### config.mk
export PLATFORM = sky130hd
export DESIGN_NAME = ccx_trace_buffer_flat
export DESIGN_NICKNAME = d
export VERILOG_FILES = /design/src/rtl/ccx_trace_buffer_if.sv /design/src/rtl/ccx_trace_buffer.sv /design/src/flat_wrapper.sv
export SDC_FILE = /design/constraint.sdc
export NUM_CORES = 1
export LEC_CHECK = 0
export CAP_MARGIN = 5
export CORE_MARGIN = 2
export CORE_UTILIZATION = 50
export CTS_CLUSTER_DIAMETER = 80
export DETAILED_ROUTE_END_ITERATION = 8
export PLACE_DENSITY = 0.67
export SYNTH_ARGS = -nofsm -noshare
export SYNTH_HDL_FRONTEND = slang
export SYNTH_SLANG_ARGS = --single-unit
### constraint.sdc
create_clock -name f_clk -period 11 [get_ports f_clk]
set_clock_uncertainty 0.15 [all_clocks]
set_input_delay 1.1 -clock f_clk [delete_from_list [all_inputs] [get_ports f_clk]]
set_output_delay 1.1 -clock f_clk [all_outputs]
set_load 0.03 [all_outputs]
### src/rtl/ccx_trace_buffer_if.sv
// ============================================================================
//  Module      : ccx_trace_buffer_if
//  Description : Trace-capture and read-port bundle for ccx_trace_buffer.
//                rd_tstamp exists only when CCX_TRACE_TSTAMP_EN is defined.
//  Revision    : 1.0 - initial release
// ============================================================================
`default_nettype none

interface ccx_trace_buffer_if;
    logic        trs_valid;
    logic [31:0] trs_instr;
    logic [63:0] trs_pc;
    logic        rd_valid;
    logic        rd_ready;
    logic [31:0] rd_instr;
    logic [63:0] rd_pc;
`ifdef CCX_TRACE_TSTAMP_EN
    logic [31:0] rd_tstamp;

    modport slave  (input  trs_valid, trs_instr, trs_pc, rd_ready,
                    output rd_valid, rd_instr, rd_pc, rd_tstamp);
    modport master (output trs_valid, trs_instr, trs_pc, rd_ready,
                    input  rd_valid, rd_instr, rd_pc, rd_tstamp);
`else
    modport slave  (input  trs_valid, trs_instr, trs_pc, rd_ready,
                    output rd_valid, rd_instr, rd_pc);
    modport master (output trs_valid, trs_instr, trs_pc, rd_ready,
                    input  rd_valid, rd_instr, rd_pc);
`endif
endinterface

`default_nettype wire

### src/rtl/ccx_trace_buffer.sv
// ============================================================================
//  Module      : ccx_trace_buffer
//  Description : Show-ahead capture FIFO for the retired-instruction trace,
//                with drop-new or overwrite-oldest overflow handling.
//                Optional timestamping: define CCX_TRACE_TSTAMP_EN.
//  Revision    : 1.0 - initial release
// ============================================================================
`default_nettype none

module ccx_trace_buffer #(
    parameter int DEPTH     = 16,
    parameter bit WRAP_MODE = 1'b0,
    localparam int CW       = $clog2(DEPTH) + 1
) (
    input  wire logic          f_clk,
    input  wire logic          g_reset,
    input  wire logic          trc_en,
    input  wire logic          trc_clear,
    ccx_trace_buffer_if.slave  trs,
    output logic [CW-1:0]      count,
    output logic               overflow,
    output logic [15:0]        drop_count
);

    localparam int AW = $clog2(DEPTH);
`ifdef CCX_TRACE_TSTAMP_EN
    localparam int EW = 128;
`else
    localparam int EW = 96;
`endif

    logic [EW-1:0]   mem_q [DEPTH];
    logic [AW-1:0]   wr_ptr_q, wr_ptr_d;
    logic [AW-1:0]   rd_ptr_q, rd_ptr_d;
    logic [CW-1:0]   count_q, count_d;
    logic            overflow_q, overflow_d;
    logic [15:0]     drop_q, drop_d;

    logic            w_push, w_pop, w_full, w_write, w_lost, w_advance;
    logic [EW-1:0]   w_entry;
    logic [EW-1:0]   w_head;

`ifdef CCX_TRACE_TSTAMP_EN
    logic [31:0]     tstamp_q;

    // Free-running; only g_reset clears it, trc_clear deliberately does not.
    always_ff @(posedge f_clk) begin
        if (g_reset) tstamp_q <= 32'd0;
        else         tstamp_q <= tstamp_q + 32'd1;
    end

    assign w_entry       = {tstamp_q, trs.trs_pc, trs.trs_instr};
    assign trs.rd_tstamp = w_head[127:96];
`else
    assign w_entry = {trs.trs_pc, trs.trs_instr};
`endif

    assign w_push = trc_en & trs.trs_valid;
    assign w_pop  = trs.rd_valid & trs.rd_ready;
    assign w_full = (count_q == CW'(DEPTH));

    // A full FIFO still accepts the push when a pop frees a slot or in wrap mode.
    assign w_write   = w_push & (~w_full | w_pop | WRAP_MODE);
    assign w_lost    = w_push & w_full & ~w_pop;
    assign w_advance = w_pop | (w_lost & WRAP_MODE);

    always_comb begin
        wr_ptr_d   = wr_ptr_q;
        rd_ptr_d   = rd_ptr_q;
        count_d    = count_q;
        overflow_d = overflow_q;
        drop_d     = drop_q;
        if (trc_clear) begin
            wr_ptr_d   = '0;
            rd_ptr_d   = '0;
            count_d    = '0;
            overflow_d = 1'b0;
            drop_d     = 16'd0;
        end else begin
            if (w_write)   wr_ptr_d = wr_ptr_q + 1'b1;
            if (w_advance) rd_ptr_d = rd_ptr_q + 1'b1;
            if (w_write && !w_advance)      count_d = count_q + 1'b1;
            else if (!w_write && w_advance) count_d = count_q - 1'b1;
            if (w_lost) begin
                overflow_d = 1'b1;
                if (drop_q != 16'hFFFF) drop_d = drop_q + 16'd1;
            end
        end
    end

    always_ff @(posedge f_clk) begin
        if (g_reset) begin
            wr_ptr_q   <= '0;
            rd_ptr_q   <= '0;
            count_q    <= '0;
            overflow_q <= 1'b0;
            drop_q     <= 16'd0;
        end else begin
            wr_ptr_q   <= wr_ptr_d;
            rd_ptr_q   <= rd_ptr_d;
            count_q    <= count_d;
            overflow_q <= overflow_d;
            drop_q     <= drop_d;
        end
    end

    always_ff @(posedge f_clk) begin
        if (!g_reset && !trc_clear && w_write) mem_q[wr_ptr_q] <= w_entry;
    end

    assign w_head       = mem_q[rd_ptr_q];
    assign trs.rd_valid = (count_q != '0);
    assign trs.rd_instr = w_head[31:0];
    assign trs.rd_pc    = w_head[95:32];

    assign count      = count_q;
    assign overflow   = overflow_q;
    assign drop_count = drop_q;

endmodule

`default_nettype wire

### src/flat_wrapper.sv
// flat-port wrapper written by rule: the top's interface ports become plain ports
module ccx_trace_buffer_flat 
#(
    parameter int DEPTH     = 16,
    parameter bit WRAP_MODE = 1'b0,
    localparam int CW       = $clog2(DEPTH) + 1
)
  (f_clk, g_reset, trc_en, trc_clear, count, overflow, drop_count, trs_trs_valid, trs_trs_instr, trs_trs_pc, trs_rd_ready, trs_rd_valid, trs_rd_instr, trs_rd_pc);
  ccx_trace_buffer_if trs_i ();
  input  wire logic f_clk;
  input  wire logic g_reset;
  input  wire logic trc_en;
  input  wire logic trc_clear;
  output logic [CW-1:0] count;
  output logic overflow;
  output logic [15:0] drop_count;
  input wire logic [$bits(trs_i.trs_valid)-1:0] trs_trs_valid;
  input wire logic [$bits(trs_i.trs_instr)-1:0] trs_trs_instr;
  input wire logic [$bits(trs_i.trs_pc)-1:0] trs_trs_pc;
  input wire logic [$bits(trs_i.rd_ready)-1:0] trs_rd_ready;
  output wire logic [$bits(trs_i.rd_valid)-1:0] trs_rd_valid;
  output wire logic [$bits(trs_i.rd_instr)-1:0] trs_rd_instr;
  output wire logic [$bits(trs_i.rd_pc)-1:0] trs_rd_pc;
  assign trs_i.trs_valid = trs_trs_valid;
  assign trs_i.trs_instr = trs_trs_instr;
  assign trs_i.trs_pc = trs_trs_pc;
  assign trs_i.rd_ready = trs_rd_ready;
  assign trs_rd_valid = trs_i.rd_valid;
  assign trs_rd_instr = trs_i.rd_instr;
  assign trs_rd_pc = trs_i.rd_pc;
  ccx_trace_buffer #(.DEPTH(DEPTH), .WRAP_MODE(WRAP_MODE)) u_core (.f_clk(f_clk), .g_reset(g_reset), .trc_en(trc_en), .trc_clear(trc_clear), .trs(trs_i), .count(count), .overflow(overflow), .drop_count(drop_count));
endmodule
Word level (Yosys, flattened, before mapping)
Memory sizes are Yosys's and may differ from the RTL's. A register that Yosys moved wholly into a read port is not among the register bits. Index checks and enable logic that the tools add are counted.

$add $sub $neg: 5. Equality and inequality tests: 2. Muxes and demuxes: 6. Bitwise operators: 8. Reduce and logical (&&, ||, !) cells: 12.

Operators by type and width (count): adder 16 x 1 -> 16 bit (second input constant) (1); inequality test 16 bit (second input constant) (1); two-way mux 5 bit (2); adder 4 x 1 -> 4 bit (second input constant) (2); two-way mux 4 bit (2); adder 5 x 1 -> 5 bit (second input constant) (1); AND 1 bit (5); == test 5 bit (second input constant) (1); nonzero test 5 bit (1); subtractor 5 x 1 -> 5 bit (second input constant) (1); logical AND 1 bit (4); logical NOT 1 bit (4); two-way mux 1 bit (2); NOT 1 bit (2); AND reduction 2 bit (1); nonzero test 2 bit (1); OR reduction 2 bit (1); OR 1 bit (1).

Register bits after elaboration: 30. RAM bits: 1536. Bits of input ports: 102. Output and inout port bits: 119. Logic and storage cells: 39. Memories kept: 1.

Memory list: u_core.mem_q (depth 16, bits a word 96, read ports 1, clocked after memory_dff 1, write ports 1, line ccx_trace_buffer.sv:32) `logic [EW-1:0] mem_q [DEPTH];`.

Depth between registers and ports, before layout
Depth after elaboration: 8. Mapped depth: 10. Gate-level depth less buffers: 9.

Worst setup path after synthesis
Ideal clock, no wire load.

Path type: input port to flip-flop. From: input port trs_rd_ready. To: memory u_core.mem_q[0][0], enable pin. Setup time: 668 ps. Data arrival time: 8316 ps. Required time: 10182 ps. Slack: 1866 ps. Stages: 4. Path buffers: 0. Cells stage by stage: nor2b_1 > a21oi_1 > nand3_1 > nor3_1.

Longest elaborated chain between the ends: 6.

RTL lines: from (decl) (line flat_wrapper.sv:20) `input wire logic [$bits(trs_i.rd_ready)-1:0] trs_rd_ready;`; AND 1 bit (line ccx_trace_buffer.sv:59) `assign w_pop = trs.rd_valid & trs.rd_ready;`; OR 1 bit (line ccx_trace_buffer.sv:63) `assign w_write = w_push & (~w_full | w_pop | WRAP_MODE);`; AND 1 bit (line ccx_trace_buffer.sv:63); named net u_core.w_write (line ccx_trace_buffer.sv:39) `logic w_push, w_pop, w_full, w_write, w_lost, w_advance;`; logical AND 1 bit (line ccx_trace_buffer.sv:108) `if (!g_reset && !trc_clear && w_write) mem_q[wr_ptr_q] <= w_entry;`; two-way mux 1 bit (line ccx_trace_buffer.sv:108); two-way mux 1 bit (not written as such) (line ccx_trace_buffer.sv:108); to (decl) (line ccx_trace_buffer.sv:32).

The timed path passes the listed nets, and every way through them passes these cells.

==> reports/results.txt <==
Syn Nets: 2,455
Number of buffer and inverter instances along the worst setup path: 3
Xor/xnor cell area share of the yosys netlist: 0.118%
Area of the die: 121,000 µm²
Peak supply drop: 0.152 mV
Biggest cell delay along the critical path: 0.97 ns
Clock root buffer: sky130_fd_sc_hd__clkbuf_16
Iteration count of the initial detailed-routing pass: 5
Nature of the critical path startpoint: register
Largest cells by area after synthesis: sky130_fd_sc_hd__edfxtp_1 (78%), sky130_fd_sc_hd__mux4_2 (18%), sky130_fd_sc_hd__dfxtp_1 (1.2%)
Clock-pin slew reported for the worst setup and hold paths after clock tree synthesis: 0.06 ns
Post-synthesis async set-or-reset flop share: 0%
Category of the worst setup path capture point: primary output
Number of levels the H-tree was split into: 4
Gates resized, CTS repair: 0
Family of cells with the greatest summed delay on the critical path: buffers and inverters
Remaining antenna violation count after routing: 0
Post-CTS Hold Fix Bufs: 0
Reported max-cap violation count: 0
Post-route fraction of the period consumed by the critical path: 55.7%
Number of library cell types mapped by synthesis: 40
Wire length per cell after detailed routing: 29.3 µm
Total vias in the final route: 26,300
Chip height: 348 µm
Post-detailed-routing wire length: 126,000 µm
Yosys reg bits: 1,570
Core region area: 118,000 µm²
Total number of nets in the final design: 2,749
Period minus WS final: 6.13 ns
Post-route core utilization: 58.0%
Predominant post-synthesis flop cell: sky130_fd_sc_hd__edfxtp_1
Achievable frequency: 163 MHz
Worst Path Class, Setup: reg -> out
Maximum number of pins on one net before global-route repair: 153
Average footprint of a synthesized cell: 25.3 µm²
Worst-case clock buffer depth: 3
TNS Setup: 0 ns
Cell at the slowest stage of the critical path: sky130_fd_sc_hd__buf_4
Leakage dissipation: 20.3 nW
Slew margin rel.: 24.4%
Setup repair after global routing missed its margin: false
Vias in the first global route: 27,400
Initial standard-cell utilization of the core: 50.2%
Share of cells above drive strength 1: 27.0%
Slew at the pin closest to its max-slew limit: 1.13 ns
IO Pins: 221
Cell with the most instances after synthesis: sky130_fd_sc_hd__edfxtp_1
Most frequent cells after synthesis: sky130_fd_sc_hd__edfxtp_1 (1,536), sky130_fd_sc_hd__mux4_2 (480), sky130_fd_sc_hd__clkbuf_1 (82)
Critical Path Fanout Max: 78
Portion of netlist area occupied by mux cells: 18.4%
Result of the run: completed
Final Hold Slack: 0.357 ns
Crit path required time: 9.75 ns
WP data arrival: 4.88 ns
Clock tree from TritonCTS: done
Iteration-0 DRC count of the detailed router: 2,733
HP Class: reg -> reg
Yosys warns: 0
Later-pin clock latency in the skew report: 0.77 ns
Simple-gate portion of the synthesized area: 0.901%
Main combinational cell family by area after synthesis: multiplexers
Number of CTS-inserted buffers: 159
Setup violators final: 0
Pwr per Cell Area: 179 nW/µm²
Post-CTS Setup Inserts: 0
Via/cell ratio: 6.10
Area share of the largest cell type after synthesis: 78.0%
Sinks on the clock net: 1,570
HPWL Detailed: 56,400 µm
EDFF count, synth: 1,536
Final slew viol count: 0
Series of cell instances along the critical path: buf_4 -> buf_4 -> mux4_2 -> mux4_2 -> clkdlybuf4s50_1
Gate count after technology mapping: 2,342
Area growth from synthesis to final layout: 15.5%
Global Route Usage Sum: 21.2%
Fraction of the mapped netlist area in adder cells: 0.245%
Antenna violations before repair: 17
Cell total after placement: 4,011
Global placement routability congestion: 0.748
Die extent in x: 348 µm
Leading area contributor after synthesis: sky130_fd_sc_hd__edfxtp_1
Complex-gate fraction of the synthesized area: 0.427%
DR DRC count: 0
First-pass GRT wire length: 186,000 µm
IO buf count: 220
Post-layout instance count excluding filler cells: 4,304
Post-synthesis instance area: 59,100 µm²
Design Power: 12.2 mW
Sequential share of the synthesized area: 79.1%
Total gr overflow: 0
Final hold violation count: 0
Num rows: 126
-- per-layer routing --
layer | global-route usage [%] | routed length [µm]
met5 | 0 | 117
met3 | 4.60 | 9240
met2 | 35.2 | 64300
met1 | 28.6 | 50000
met4 | 6.03 | 2530
-- worst paths after layout --
path | from | endpoint | slack [ns] | cells after the start
setup / recovery | register | trs_rd_instr[30] | 4.87 | 5
hold / removal | u_core.overflow | u_core.overflow | 0.36 | 2
setup reg to reg | u_core.count[0] | u_core.mem_q[2][3] | 6.85 | 6
hold reg to reg | u_core.overflow | u_core.overflow | 0.36 | 2
-- cells in the final DEF (no fill, tap or decap), types with 4 or more instances in the layout --
master / n
sky130_fd_sc_hd__nor3_2: 4
sky130_fd_sc_hd__o31ai_1: 8
sky130_fd_sc_hd__ha_1: 10
sky130_fd_sc_hd__edfxtp_1: 1536
sky130_fd_sc_hd__bufinv_16: 8
sky130_fd_sc_hd__mux4_2: 480
sky130_fd_sc_hd__inv_1: 6
sky130_fd_sc_hd__o21ai_0: 4
sky130_fd_sc_hd__nor2_4: 12
sky130_fd_sc_hd__diode_2: 7
sky130_fd_sc_hd__dfxtp_1: 30
sky130_fd_sc_hd__mux2i_1: 6
sky130_fd_sc_hd__clkbuf_16: 161
sky130_fd_sc_hd__nand3_1: 12
sky130_fd_sc_hd__clkinv_2: 28
sky130_fd_sc_hd__dfxtp_4: 4
sky130_fd_sc_hd__clkbuf_1: 38
sky130_fd_sc_hd__buf_4: 13
sky130_fd_sc_hd__a21oi_1: 16
sky130_fd_sc_hd__buf_12: 18
sky130_fd_sc_hd__or3_1: 7
sky130_fd_sc_hd__nand2_1: 9
sky130_fd_sc_hd__xor2_1: 4
sky130_fd_sc_hd__xnor2_1: 4
sky130_fd_sc_hd__clkinv_8: 6
sky130_fd_sc_hd__nand4_1: 9
sky130_fd_sc_hd__nor2_1: 22
sky130_fd_sc_hd__or4_1: 10
sky130_fd_sc_hd__clkinv_1: 36
sky130_fd_sc_hd__inv_6: 6
sky130_fd_sc_hd__clkdlybuf4s50_1: 220
-- report_power, final --
| part | switching (mW) | leakage [nW] | internal [mW] |
|---|---|---|---|
| logic | 0.296 | 3.84 | 0.275 |
| registers | 0.0124 | 14.1 | 6.58 |
| clock network | 2.17 | 2.39 | 2.88 |
| total | 2.47 | 20.3 | 9.73 |
-- worst min-delay path: stages, from the launching register on --
cell and delay (ns):
sky130_fd_sc_hd__dfxtp_1 0.32, sky130_fd_sc_hd__nor2_1 0.10, sky130_fd_sc_hd__nor2_1 0.04
-- state kept, by name (all words and copies together), names as in the netlist, named ones only --
name	cells
u_core.count	5
u_core.drop_count	16
u_core.mem_q	1536
u_core.overflow	1
u_core.rd_ptr_q	4
u_core.wr_ptr_q	4
-- kinds of logic after synthesis --
group	Yosys count
AO/OA/AOI/OAI	40
XOR/XNOR	8
adder cells (fa/ha/maj)	11
buffers and inverters	124
flip-flops	1570
multiplexers	486
AND/OR/NAND/NOR	103
-- area by class of cell --
cell class	instances	area (µm²)
clock inverters	87	703
flip-flops and latches	1570	46800
clock buffers	199	4170
diodes	7	17.5
well taps	1536	1920
multi-input cells	648	12000
fillers	8157	49500
inverters	6	22.5
repair buffers	251	2660
-- through the flow --
stage	setup slack (ns)	area [µm²]
after global routing	4.68	68300
after CTS	4.76	68300
after floorplan	1.87	59100
after detailed placement	5.57	63400
final	4.87	68300
after global placement	5.65	63400
No activity file was read; power rests on OpenSTA's default activity.
